<file path="config.mk">
export PLATFORM = sky130hd
export DESIGN_NAME = alu_mc_flat
export DESIGN_NICKNAME = d
export VERILOG_FILES = /design/src/rtl/alu_mc_if.sv /design/src/rtl/alu_mc.sv /design/src/flat_wrapper.sv
export SDC_FILE = /design/constraint.sdc
export NUM_CORES = 1
export LEC_CHECK = 0
export CORE_MARGIN = 1.5
export CORE_UTILIZATION = 40
export DETAILED_ROUTE_END_ITERATION = 10
export PLACE_DENSITY = 0.59
export RECOVER_POWER = 50
export SLEW_MARGIN = 10
export SYNTH_ARGS = -nofsm -noshare
export SYNTH_HDL_FRONTEND = slang
export SYNTH_SLANG_ARGS = --single-unit
export TNS_END_PERCENT = 10
</file>
<file path="constraint.sdc">
create_clock -name clk -period 8.3 [get_ports clk]
set_clock_uncertainty 0.2 [all_clocks]
set_input_delay 0.83 -clock clk [delete_from_list [all_inputs] [get_ports clk]]
set_output_delay 0.83 -clock clk [all_outputs]
set_load 0.01 [all_outputs]
</file>
<file path="src/rtl/alu_mc_if.sv">
// alu_mc_if: operand/opcode request and result/flags response channels of alu_mc.
// The master drives requests and takes results; the slave (the ALU) does the reverse.
interface alu_mc_if #(
    parameter int DATA_WIDTH = 16,
    parameter int OP_WIDTH   = 4
);
    logic                  in_valid;
    logic                  in_ready;
    logic [DATA_WIDTH-1:0] alu_a_in;
    logic [DATA_WIDTH-1:0] alu_b_in;
    logic [OP_WIDTH-1:0]   alu_op;
    logic                  out_valid;
    logic                  out_ready;
    logic [DATA_WIDTH-1:0] alu_dout;
    logic [DATA_WIDTH-1:0] alu_flags;

    modport master (
        output in_valid, alu_a_in, alu_b_in, alu_op, out_ready,
        input  in_ready, out_valid, alu_dout, alu_flags
    );

    modport slave (
        input  in_valid, alu_a_in, alu_b_in, alu_op, out_ready,
        output in_ready, out_valid, alu_dout, alu_flags
    );
endinterface

</file>
<file path="src/rtl/alu_mc.sv">
// alu_mc: multi-cycle ALU; 1-cycle ops, DATA_WIDTH+1 cycles for shift-add MUL/MULH and restoring DIVU/REMU.
// in_ready only in IDLE, result held until out_ready; define ALU_DIV_EN to build the divider (else 13/14 are illegal).
module alu_mc #(
    parameter int DATA_WIDTH = 16,
    parameter int OP_WIDTH   = 4
) (
    input logic     clk,
    input logic     rst,
    alu_mc_if.slave bus
);
    localparam int W  = DATA_WIDTH;
    localparam int CW = $clog2(DATA_WIDTH);

    localparam logic [1:0] S_IDLE = 2'd0;
    localparam logic [1:0] S_BUSY = 2'd1;
    localparam logic [1:0] S_DONE = 2'd2;

    localparam logic [OP_WIDTH-1:0] OP_ADD  = OP_WIDTH'(0);
    localparam logic [OP_WIDTH-1:0] OP_SUB  = OP_WIDTH'(1);
    localparam logic [OP_WIDTH-1:0] OP_SRL  = OP_WIDTH'(2);
    localparam logic [OP_WIDTH-1:0] OP_SLL  = OP_WIDTH'(3);
    localparam logic [OP_WIDTH-1:0] OP_OR   = OP_WIDTH'(4);
    localparam logic [OP_WIDTH-1:0] OP_NOR  = OP_WIDTH'(5);
    localparam logic [OP_WIDTH-1:0] OP_AND  = OP_WIDTH'(6);
    localparam logic [OP_WIDTH-1:0] OP_NAND = OP_WIDTH'(7);
    localparam logic [OP_WIDTH-1:0] OP_XOR  = OP_WIDTH'(8);
    localparam logic [OP_WIDTH-1:0] OP_NOT  = OP_WIDTH'(9);
    localparam logic [OP_WIDTH-1:0] OP_SRA  = OP_WIDTH'(10);
    localparam logic [OP_WIDTH-1:0] OP_MUL  = OP_WIDTH'(11);
    localparam logic [OP_WIDTH-1:0] OP_MULH = OP_WIDTH'(12);
`ifdef ALU_DIV_EN
    localparam logic [OP_WIDTH-1:0] OP_DIVU = OP_WIDTH'(13);
    localparam logic [OP_WIDTH-1:0] OP_REMU = OP_WIDTH'(14);
`endif

    localparam logic [CW-1:0] LAST_ITER = CW'(W - 1);

    logic [1:0]    r_state;
    logic [W-1:0]  r_dout;
    logic [W-1:0]  r_flags;
    logic [W-1:0]  r_hi;
    logic [W-1:0]  r_lo;
    logic [W-1:0]  r_b;
    logic [CW-1:0] r_cnt;
    logic          r_is_hi;
`ifdef ALU_DIV_EN
    logic          r_is_div;
`endif

    logic [W-1:0] w_a;
    logic [W-1:0] w_b;
    logic [W:0]   w_add;
    logic [W:0]   w_sub;
    logic [W-1:0] w_res;
    logic         w_c;
    logic         w_v;
    logic         w_dz;
    logic         w_ill;
    logic         w_multi;
    logic         w_accept;

    assign w_a      = bus.alu_a_in;
    assign w_b      = bus.alu_b_in;
    assign w_add    = {1'b0, w_a} + {1'b0, w_b};
    assign w_sub    = {1'b0, w_a} - {1'b0, w_b};
    assign w_accept = bus.in_valid && (r_state == S_IDLE);

    function automatic logic [W-1:0] pack_flags(input logic [W-1:0] res, input logic c,
                                                 input logic v, input logic dz, input logic ill);
        logic [W-1:0] f;
        f      = '0;
        f[5:0] = {ill, dz, v, c, res[W-1], (res == '0)};
        return f;
    endfunction

    always_comb begin
        w_res   = '0;
        w_c     = 1'b0;
        w_v     = 1'b0;
        w_dz    = 1'b0;
        w_ill   = 1'b0;
        w_multi = 1'b0;
        case (bus.alu_op)
            OP_ADD: begin
                w_res = w_add[W-1:0];
                w_c   = w_add[W];
                w_v   = (w_a[W-1] == w_b[W-1]) && (w_add[W-1] != w_a[W-1]);
            end
            OP_SUB: begin
                w_res = w_sub[W-1:0];
                w_c   = ~w_sub[W];
                w_v   = (w_a[W-1] != w_b[W-1]) && (w_sub[W-1] != w_a[W-1]);
            end
            // Full-width shift amounts naturally flush to zero / sign.
            OP_SRL:  w_res = w_a >> w_b;
            OP_SLL:  w_res = w_a << w_b;
            OP_SRA:  w_res = $signed(w_a) >>> w_b;
            OP_OR:   w_res = w_a | w_b;
            OP_NOR:  w_res = ~(w_a | w_b);
            OP_AND:  w_res = w_a & w_b;
            OP_NAND: w_res = ~(w_a & w_b);
            OP_XOR:  w_res = w_a ^ w_b;
            OP_NOT:  w_res = ~w_a;
            OP_MUL, OP_MULH: w_multi = 1'b1;
`ifdef ALU_DIV_EN
            OP_DIVU: begin
                if (w_b == '0) begin
                    w_res = '1;
                    w_dz  = 1'b1;
                end else begin
                    w_multi = 1'b1;
                end
            end
            OP_REMU: begin
                if (w_b == '0) begin
                    w_res = w_a;
                    w_dz  = 1'b1;
                end else begin
                    w_multi = 1'b1;
                end
            end
`endif
            default: w_ill = 1'b1;
        endcase
    end

    // Shift-add step: {hi,lo} holds partial product over the remaining multiplier bits.
    logic [W:0]   w_mul_sum;
    logic [W-1:0] w_hi_n;
    logic [W-1:0] w_lo_n;

    assign w_mul_sum = {1'b0, r_hi} + (r_lo[0] ? {1'b0, r_b} : {(W+1){1'b0}});

`ifdef ALU_DIV_EN
    // Restoring step: hi is the partial remainder, lo shifts dividend out and quotient in.
    logic [W:0] w_div_sh;
    logic [W:0] w_div_sub;
    logic       w_qbit;

    assign w_div_sh  = {r_hi, r_lo[W-1]};
    assign w_div_sub = w_div_sh - {1'b0, r_b};
    assign w_qbit    = ~w_div_sub[W];

    always_comb begin
        if (r_is_div) begin
            w_hi_n = w_qbit ? w_div_sub[W-1:0] : w_div_sh[W-1:0];
            w_lo_n = {r_lo[W-2:0], w_qbit};
        end else begin
            w_hi_n = w_mul_sum[W:1];
            w_lo_n = {w_mul_sum[0], r_lo[W-1:1]};
        end
    end
`else
    assign w_hi_n = w_mul_sum[W:1];
    assign w_lo_n = {w_mul_sum[0], r_lo[W-1:1]};
`endif

    logic [W-1:0] w_iter_res;
    assign w_iter_res = r_is_hi ? w_hi_n : w_lo_n;

    always_ff @(posedge clk or posedge rst) begin
        if (rst) begin
            r_state  <= S_IDLE;
            r_dout   <= '0;
            r_flags  <= '0;
            r_hi     <= '0;
            r_lo     <= '0;
            r_b      <= '0;
            r_cnt    <= '0;
            r_is_hi  <= 1'b0;
`ifdef ALU_DIV_EN
            r_is_div <= 1'b0;
`endif
        end else begin
            case (r_state)
                S_IDLE: begin
                    if (w_accept) begin
                        if (w_multi) begin
                            r_state  <= S_BUSY;
                            r_hi     <= '0;
                            r_lo     <= w_a;
                            r_b      <= w_b;
                            r_cnt    <= '0;
`ifdef ALU_DIV_EN
                            r_is_hi  <= (bus.alu_op == OP_MULH) || (bus.alu_op == OP_REMU);
                            r_is_div <= (bus.alu_op == OP_DIVU) || (bus.alu_op == OP_REMU);
`else
                            r_is_hi  <= (bus.alu_op == OP_MULH);
`endif
                        end else begin
                            r_state <= S_DONE;
                            r_dout  <= w_res;
                            r_flags <= pack_flags(w_res, w_c, w_v, w_dz, w_ill);
                        end
                    end
                end
                S_BUSY: begin
                    r_hi  <= w_hi_n;
                    r_lo  <= w_lo_n;
                    r_cnt <= r_cnt + CW'(1);
                    // Last iteration retires straight into the output register.
                    if (r_cnt == LAST_ITER) begin
                        r_state <= S_DONE;
                        r_dout  <= w_iter_res;
                        r_flags <= pack_flags(w_iter_res, 1'b0, 1'b0, 1'b0, 1'b0);
                    end
                end
                S_DONE: begin
                    if (bus.out_ready) begin
                        r_state <= S_IDLE;
                    end
                end
                default: r_state <= S_IDLE;
            endcase
        end
    end

    assign bus.in_ready  = (r_state == S_IDLE);
    assign bus.out_valid = (r_state == S_DONE);
    assign bus.alu_dout  = r_dout;
    assign bus.alu_flags = r_flags;

endmodule

</file>
<file path="src/flat_wrapper.sv">
// flat-port wrapper written by rule: the top's interface ports become plain ports
module alu_mc_flat 
#(
    parameter int DATA_WIDTH = 16,
    parameter int OP_WIDTH   = 4
)
  (clk, rst, bus_in_valid, bus_alu_a_in, bus_alu_b_in, bus_alu_op, bus_out_ready, bus_in_ready, bus_out_valid, bus_alu_dout, bus_alu_flags);
  alu_mc_if #(.DATA_WIDTH(DATA_WIDTH), .OP_WIDTH(OP_WIDTH)) bus_i ();
  input logic clk;
  input logic rst;
  input wire logic [$bits(bus_i.in_valid)-1:0] bus_in_valid;
  input wire logic [$bits(bus_i.alu_a_in)-1:0] bus_alu_a_in;
  input wire logic [$bits(bus_i.alu_b_in)-1:0] bus_alu_b_in;
  input wire logic [$bits(bus_i.alu_op)-1:0] bus_alu_op;
  input wire logic [$bits(bus_i.out_ready)-1:0] bus_out_ready;
  output wire logic [$bits(bus_i.in_ready)-1:0] bus_in_ready;
  output wire logic [$bits(bus_i.out_valid)-1:0] bus_out_valid;
  output wire logic [$bits(bus_i.alu_dout)-1:0] bus_alu_dout;
  output wire logic [$bits(bus_i.alu_flags)-1:0] bus_alu_flags;
  assign bus_i.in_valid = bus_in_valid;
  assign bus_i.alu_a_in = bus_alu_a_in;
  assign bus_i.alu_b_in = bus_alu_b_in;
  assign bus_i.alu_op = bus_alu_op;
  assign bus_i.out_ready = bus_out_ready;
  assign bus_in_ready = bus_i.in_ready;
  assign bus_out_valid = bus_i.out_valid;
  assign bus_alu_dout = bus_i.alu_dout;
  assign bus_alu_flags = bus_i.alu_flags;
  alu_mc #(.DATA_WIDTH(DATA_WIDTH), .OP_WIDTH(OP_WIDTH)) u_core (.clk(clk), .rst(rst), .bus(bus_i));
endmodule
</file>
==> reports/qor.log, run 1 <==
INFO  floorplan      top_level_ports=74
INFO  cells_and_area finish.instance_area=10400µm²
INFO  min_path       worstHoldPathCells=2
INFO  yosys          syn_area_cell=7.70µm²
INFO  placement      dp_slack=2.84ns
INFO  yosys          ys_dominant_reg_cell=sky130_fd_sc_hd__dfrtp_1
INFO  yosys          synthCells=1210
INFO  sta            slew_viol_final=76
INFO  power_and_ir_drop netSwitchingPower=0.766mW
INFO  floorplan      initial_utilization=0.409
INFO  placement      place_area=10100µm²
INFO  route          dr_total_vias=9648
INFO  cells_and_area area_growth_syn_to_layout=11.3%
INFO  clocking       max_buffers_root_to_sink=2
INFO  floorplan      core_area=22800µm²
INFO  cells_and_area num-nets-final=1321
INFO  power_and_ir_drop power.density_cell_area=180nW/µm²
INFO  run_status     violated_checks=max-capacitance violations, max-slew violations
INFO  yosys          synth-async-reset-ratio=1.00
INFO  route          firstDrtPassIters=8
INFO  power_and_ir_drop power_frac_comb=0.457
INFO  sta            period_share=0.625
INFO  route          vias_per_cell=6.30
INFO  cells_and_area fraction_of_final_layout_cells_with_drive_strength_greater_than_1=0.0796
INFO  sta            period_needed=5.18ns
INFO  sta            report.final.setup_viol=0
INFO  cells_and_area n_antenna_cell=0
INFO  global_route   gr-usage-all-layers=0.313
INFO  sta            timing.final.hold_violations=0
INFO  floorplan      placementRows=55
INFO  global_route   overflow=0
INFO  placement      dp.final_hpwl=28.4mm
INFO  setup_path     kind_of_critical_path=input pin to flip-flop
INFO  floorplan      die_w=156µm
INFO  power_and_ir_drop irDropWorstVdd=0.000106V
INFO  placement      placed_cells=1515
INFO  clocking       cts-hold-fix-buffers=0
INFO  route          totalWireLength=37.6mm
INFO  route          drt_first_iter_violations=788
INFO  power_and_ir_drop p_int=1.10mW
INFO  global_route   grt_start_max_net_pins=76
INFO  global_route   antenna_found_initial=2
INFO  run_status     run_status=complete, but fails checks
INFO  placement      numPortBuffers=62
INFO  sta            timing.fmax=193MHz
INFO  clocking       cts_inserted_buffers=9
INFO  sta            grt_setup_unrepaired=no
INFO  clocking       cts_max_level=3
INFO  yosys          yosysWarningCount=0
INFO  power_and_ir_drop power.sequential.fraction=0.326
INFO  sta            setup-tns-final=0ns
INFO  placement      finalWeightedCongestion=1.04
INFO  power_and_ir_drop static-leakage-power=4.38nW
INFO  sta            tightest_slew=4.08ns
INFO  sta            final.setup.worst_slack=3.12ns
INFO  route          wl_per_cell=24.6µm
INFO  sta            timing.slew.headroom=-1.72
INFO  clocking       clock_sinks=75
INFO  route          drc_markers=0
INFO  yosys          synth-seq-cells=75
INFO  setup_path     worst_r2r_path_depth=13
INFO  setup_path     critical_path_required=8.37ns
INFO  sta            timing.hold.ws=0.256ns
INFO  cells_and_area layout.cells.non_filler=1531
INFO  min_path       timing.hold.worst.class=flip-flop to flip-flop
INFO  yosys          post_synth_num_cell_types=78
INFO  route          antenna_violating_nets_post_route=0
INFO  yosys          yosysSeqAreaShare=0.201
INFO  clocking       post_cts.resized_instances=0
INFO  floorplan      dieArea=24200µm²
INFO  setup_path     cp_max_fo=13
INFO  yosys          synth.cell_area=9320µm²
INFO  floorplan      die_h=156µm
INFO  power_and_ir_drop switching_share=0.411
INFO  power_and_ir_drop p_clk_frac=0.218
INFO  setup_path     cp-start-kind=input pin
INFO  setup_path     critPathArrivalTime=5.25ns
INFO  run            max-cap-violations=1
INFO  clocking       cts_setup_buffers=0
INFO  yosys          synth-edff-count=0
INFO  global_route   grt_pass1_wl=57.2mm
INFO  clocking       cts_root_buf=sky130_fd_sc_hd__clkbuf_16
INFO  clocking       clk_latency=0.34ns
INFO  global_route   first_global_vias=9270
INFO  clocking       clk_pin_slew_worst_paths=0.06ns
INFO  setup_path     critical_path_capture_point_type=flip-flop
INFO  clocking       tritoncts=built
area by class of cell:
class                   instances  area (µm²)
flip-flops and latches         75        1880
repair buffers                 87         785
well taps                     313         392
multi-input cells             980        6790
inverters                      60         226
clock buffers                  11         253
fillers                      2409       12400
clock inverters                 5        58.8
worst max-delay path, stage by stage:
cell and delay (ns):
sky130_fd_sc_hd__clkdlybuf4s50_1 1.07, sky130_fd_sc_hd__inv_1 0.11, sky130_fd_sc_hd__ha_1 0.55, sky130_fd_sc_hd__nor2b_1 0.11, sky130_fd_sc_hd__nor3_1 0.50, sky130_fd_sc_hd__nand4_1 0.20
sky130_fd_sc_hd__nand4_1 0.14, sky130_fd_sc_hd__nand4b_1 0.13, sky130_fd_sc_hd__a2111oi_0 0.83, sky130_fd_sc_hd__nand3_1 0.15, sky130_fd_sc_hd__nor4_1 0.37, sky130_fd_sc_hd__nand4_1 0.15
sky130_fd_sc_hd__nand3_1 0.09
stage by stage:
stage / total power [mW] / util
after floorplan: 1.15 / -
after global placement: 1.45 / 0.442
after detailed placement: 1.46 / 0.442
after CTS: 1.87 / 0.456
after global routing: 1.98 / 0.456
final: 1.86 / 0.456
layer usage:
metal,vias up,routed length (µm),part of all wire,global-route usage
met5,-,13,0.00035,0
met4,2,1960,0.052,0.173
met3,107,3010,0.080,0.0475
met2,493,17300,0.46,0.511
met1,4588,15300,0.41,0.396
li1,4458,-,-,-
worst paths after layout:
kind / slack [ns] / to / from
setup / recovery: 3.12 / u_core.bus.alu_flags[0]$_DFFE_PP0P_ / bus_alu_a_in[9]
hold / removal: 0.26 / u_core.bus.alu_flags[3]$_DFFE_PP0P_ / u_core.bus.alu_flags[3]$_DFFE_PP0P_
setup reg to reg: 3.69 / u_core.bus.alu_flags[0]$_DFFE_PP0P_ / u_core.r_lo[0]$_DFFE_PP0P_
hold reg to reg: 0.26 / u_core.bus.alu_flags[3]$_DFFE_PP0P_ / u_core.bus.alu_flags[3]$_DFFE_PP0P_
max in group asynchronous: 3.25 / u_core.r_b[7]$_DFFE_PP0P_ / rst
min in group asynchronous: 2.36 / u_core.bus.alu_dout[6]$_DFFE_PP0P_ / rst
synthesized netlist by cell type, drive strengths merged (9+ instances only):
master,n,area (µm²)
o21ai,108,544
nand2b,19,119
clkbuf,63,238
a211oi,28,210
o2111ai,9,78.8
a22o,20,175
a211o,10,87.6
inv,58,218
mux4,17,383
nand2,135,507
nor3,23,120
a221o,9,90.1
nor2,98,368
buf,42,246
mux2,12,135
a21o,12,90.1
dfrtp,75,1880
a22oi,24,180
a21oi,65,325
or2,9,56.3
ha,65,813
xor2,9,78.8
nand3,18,90.1
nand4,11,68.8
nor2b,18,113
nor4,14,118
o22ai,13,81.3
o211ai,10,75.1
xnor2,30,263
o31ai,11,82.6
o221ai,11,96.3
and2,20,125
mux2i,29,290
logic make-up after synthesis:
logic type / share of synthesized area
simple gates: 0.214
compound gates: 0.291
buf+inv: 0.0761
flops: 0.201
fa+ha+maj: 0.0937
mux: 0.0867
xor+xnor: 0.0367
other cells: 0.000402
flip-flops by register name, summed over array words and instances, names as in the netlist:
| register | flops |
|---|---|
| u_core.r_b | 16 |
| u_core.r_hi | 16 |
| u_core.bus.alu_dout | 15 |
| u_core.bus.alu_flags | 5 |
| u_core.r_cnt | 4 |
| u_core.r_state | 2 |
| u_core.r_is_hi | 1 |
| u_core.r_lo | 16 |
power groups by stage:
stage | Combinational (mW) | Clock, mW | Sequential (mW)
floorplan | 0.569 | 0 | 0.577
finish | 0.851 | 0.406 | 0.607
CTS | 0.850 | 0.413 | 0.606
global route | 0.934 | 0.427 | 0.623
detailed placement | 0.848 | 0 | 0.611
global placement | 0.842 | 0 | 0.610
cells in the final DEF, fill, tap and decap left out, drive strengths merged, types with 29 or more instances in the layout:
cell type,Yosys,layout
a21oi,65,65
clkdlybuf4s50,0,46
dfrtp,75,75
ha,65,65
inv,58,58
mux2i,29,29
nand2,135,135
nor2,98,98
o21ai,108,108
xnor2,30,30
No activity file was read; power rests on OpenSTA's default activity.
==> inputs of run 2 (changes only) <==
--- a/config.mk
+++ b/config.mk
@@ -8,7 +8,7 @@
 export CORE_MARGIN = 1.5
 export CORE_UTILIZATION = 40
 export DETAILED_ROUTE_END_ITERATION = 10
-export PLACE_DENSITY = 0.59
+export PLACE_DENSITY = 0.62
 export RECOVER_POWER = 50
 export SLEW_MARGIN = 10
 export SYNTH_ARGS = -nofsm -noshare
==> constraint.sdc (replaced) <==
create_clock -name clk -period 4.54 [get_ports clk]
set_clock_uncertainty 0.2 [all_clocks]
set_input_delay 0.454 -clock clk [delete_from_list [all_inputs] [get_ports clk]]
set_output_delay 0.454 -clock clk [all_outputs]
set_load 0.01 [all_outputs]
==> run 2 against run 1 <==
  * The run still ends with max-capacitance violations, max-slew violations left
  * Non-clock buffer count grew 60
  * Die area is the same
  * Global-route usage grew 0.52 points
  * Largest power group unchanged
  * Highest routed layer is now met4
==> reports/qor.log, run 2 (same netlist as run 1, synthesis figures left out) <==
INFO  run_status     run_status=complete, but fails checks
INFO  run_status     violated_checks=max-capacitance violations, max-slew violations
INFO  cells_and_area layout.cells.non_filler=1591 [+3.9%]
INFO  power_and_ir_drop p_int=2.15mW [+96%]
INFO  placement      placed_cells=1575 [+4.0%]
INFO  setup_path     critPathTopFamily=simple AND/OR/NAND/NOR gates
INFO  clocking       tritoncts=built
INFO  placement      dp_slack=-0.233ns [-3.08 ns]
INFO  setup_path     critical_path_required=4.61ns [-3.76 ns]
INFO  clocking       max_buffers_root_to_sink=2 [unchanged]
INFO  setup_path     cpMaxStageDelayCell=sky130_fd_sc_hd__clkdlybuf4s50_1
INFO  setup_path     cp_max_fo=10 [-3]
INFO  setup_path     kind_of_critical_path=input pin to flip-flop
INFO  sta            timing.slew.headroom=-0.469 [+1.25]
INFO  floorplan      die_w=156µm [unchanged]
INFO  cells_and_area layout_common_cells=sky130_fd_sc_hd__nand2_1 (135), sky130_fd_sc_hd__o21ai_0 (107), sky130_fd_sc_hd__nor2_1 (97)
INFO  global_route   overflow=0 [unchanged]
INFO  floorplan      core_area=22800µm² [unchanged]
INFO  floorplan      placementRows=55 [unchanged]
INFO  route          antenna_violating_nets_post_route=0 [unchanged]
INFO  setup_path     critical_path_capture_point_type=flip-flop
INFO  setup_path     rrSetupSlack=0.55ns [-3.14 ns]
INFO  power_and_ir_drop power.density_cell_area=326nW/µm² [+81%]
INFO  sta            period_share=0.927
INFO  placement      numPortBuffers=62 [unchanged]
INFO  clocking       clk_pin_slew_worst_paths=0.06ns [about the same]
INFO  sta            final.setup.worst_slack=0.333ns [-2.78 ns]
INFO  power_and_ir_drop static-leakage-power=4.70nW [+7.3%]
INFO  min_path       timing.hold.worst.class=flip-flop to flip-flop
INFO  route          drc_markers=0 [unchanged]
INFO  global_route   grt_pass1_wl=58.4mm [+2.2%]
INFO  power_and_ir_drop irDropWorstVdd=0.000240V [+130%]
INFO  power_and_ir_drop switching_share=0.394 [-0.0165]
INFO  floorplan      die_h=156µm [unchanged]
INFO  cells_and_area most_common_library_cell_in_the_layout_ignoring_fill_and_taps=sky130_fd_sc_hd__nand2_1
INFO  setup_path     crit_path_cell_trace=clkdlybuf4s50_1, inv_1, ha_1, and2_1, nor2b_1, a211oi_1, a211oi_1, nand4b_1, a2111oi_2, buf_4, nand3_1, nor4_1, nand4_1, nand3_1
INFO  clocking       clock_sinks=75 [unchanged]
INFO  placement      finalWeightedCongestion=1.04 [+0.30%]
INFO  sta            timing.fmax=238MHz
INFO  clocking       cts_max_level=3 [unchanged]
INFO  setup_path     max_stage_delay=0.61ns [-0.46 ns]
INFO  sta            timing.final.hold_violations=0 [unchanged]
INFO  clocking       cts-hold-fix-buffers=0 [unchanged]
INFO  power_and_ir_drop netSwitchingPower=1.40mW [+83%]
INFO  floorplan      initial_utilization=0.409 [unchanged]
INFO  setup_path     cp-start-kind=input pin
INFO  sta            grt_setup_unrepaired=no
INFO  cells_and_area area_growth_syn_to_layout=16.9%
INFO  power_and_ir_drop p_clk_frac=0.233 [+0.015]
INFO  cells_and_area num-nets-final=1381 [+4.5%]
INFO  cells_and_area finish.instance_area=10900µm² [+4.9%]
INFO  route          firstDrtPassIters=5 [-3]
INFO  global_route   antenna_found_initial=0 [-2]
INFO  cells_and_area n_antenna_cell=0 [unchanged]
INFO  global_route   first_global_vias=9750 [+5.2%]
INFO  cells_and_area postLayoutCoreUtil=0.478 [+0.0225]
INFO  floorplan      top_level_ports=74 [unchanged]
INFO  floorplan      dieArea=24200µm² [unchanged]
INFO  sta            tightest_slew=2.19ns [-1.89 ns]
INFO  placement      dp.final_hpwl=30.4mm [+6.9%]
INFO  setup_path     critPathArrivalTime=4.28ns [-0.97 ns]
INFO  sta            slew_viol_final=78 [+2.6%]
INFO  cells_and_area layout_top_registers=u_core.r_b: 16 flops, u_core.r_hi: 16 flops, u_core.r_lo: 16 flops
INFO  sta            setup-tns-final=0ns [unchanged]
INFO  route          vias_per_cell=6.35 [+0.74%]
INFO  route          dr_total_vias=10100 [+4.7%]
INFO  clocking       clk_latency=0.33ns [about the same]
INFO  cells_and_area fraction_of_final_layout_cells_with_drive_strength_greater_than_1=0.123 [+0.0432]
INFO  setup_path     critical_path_buf_inv_count=3 [+1]
INFO  sta            period_needed=4.21ns
INFO  route          drt_first_iter_violations=1014 [+29%]
INFO  power_and_ir_drop power_frac_comb=0.462 [+0.005]
INFO  sta            report.final.setup_viol=0 [unchanged]
INFO  route          wl_per_cell=24.2µm [-1.5%]
INFO  run            max-cap-violations=2 [+1]
INFO  route          totalWireLength=38.5mm [+2.4%]
INFO  clocking       cts_inserted_buffers=9 [unchanged]
INFO  power_and_ir_drop power.sequential.fraction=0.306 [-0.020]
INFO  global_route   grt_start_max_net_pins=52 [-32%]
INFO  clocking       cts_root_buf=sky130_fd_sc_hd__clkbuf_16
INFO  global_route   gr-usage-all-layers=0.318 [+0.00522]
INFO  placement      place_area=10500µm² [+4.7%]
run 2: changes by cell type in the layout (fill, tap and decap cells not counted), moves of 2 or more:
| cell | previous run | this run |
|---|---|---|
| sky130_fd_sc_hd__buf_12 | 0 | 2 |
| sky130_fd_sc_hd__clkinvlp_4 | 2 | 0 |
| sky130_fd_sc_hd__bufinv_16 | 1 | 3 |
| sky130_fd_sc_hd__buf_4 | 24 | 82 |
run 2: power groups by stage:
| stage | Sequential [mW] | Combinational, mW | Clock, mW |
|---|---|---|---|
| after CTS | 1.08 | 1.63 | 0.836 |
| after global routing | 1.11 | 1.79 | 0.866 |
| after global placement | 1.09 | 1.61 | 0 |
| after floorplan | 1.05 | 1.04 | 0 |
| final | 1.08 | 1.64 | 0.826 |
| after detailed placement | 1.10 | 1.62 | 0 |
run 2: worst reg2reg max path: cells and delay by family (launching register included):
| family | cells | cell delay [ns] |
|---|---|---|
| adders and majority gates | 2 | 0.67 |
| buffers and inverters | 2 | 0.36 |
| AOI/OAI and AO/OA | 6 | 1.57 |
| DFF | 1 | 0.39 |
| muxes | 1 | 0.23 |
| xor gates and xnor gates | 1 | 0.18 |
| and+or+nand+nor | 3 | 0.33 |
run 2: path summary, 6_finish.rpt:
path,from,to,cells after the start
worst max-delay path,bus_alu_b_in[9],u_core.bus.alu_flags[0]$_DFFE_PP0P_,14
worst min-delay path,u_core.r_b[10]$_DFFE_PP0P_,u_core.r_b[10]$_DFFE_PP0P_,2
worst min register to register,u_core.r_b[10]$_DFFE_PP0P_,u_core.r_b[10]$_DFFE_PP0P_,2
worst max register to register,u_core.r_b[0]$_DFFE_PP0P_,u_core.bus.alu_flags[0]$_DFFE_PP0P_,15
max in group asynchronous,rst,u_core.r_b[3]$_DFFE_PP0P_,3
min in group asynchronous,rst,u_core.bus.alu_dout[6]$_DFFE_PP0P_,2
run 2: metrics by stage:
| stage | hold slack, ns | power, mW |
|---|---|---|
| after floorplan | 0.242 | 2.09 |
| after global placement | 0.253 | 2.70 |
| after detailed placement | 0.263 | 2.71 |
| after CTS | 0.276 | 3.55 |
| after global routing | 0.293 | 3.77 |
| final | 0.269 | 3.55 |
run 2: per-layer routing:
metal  track usage  up-vias  wire (µm)  part of all wire
met5             0        -          0                 0
met4         0.177        0       2380             0.062
met3        0.0392      130       3250             0.084
met2         0.515      600      17400              0.45
met1         0.411     4792      15500              0.40
li1              -     4578          -                 -
run 2: repair_timing:
action	CTS	global route
endpoints found under the setup margin	0	1
buffers inserted	0	0
resized for setup	0	2
run 2: final cells by class:
class,count,area (µm²)
sequential,75,1880
tap,313,392
timing repair buffer,147,1260
clock inverter,5,100
multi-input combinational,980,6790
fill,2313,11900
inverter,60,226
clock buffer,11,243
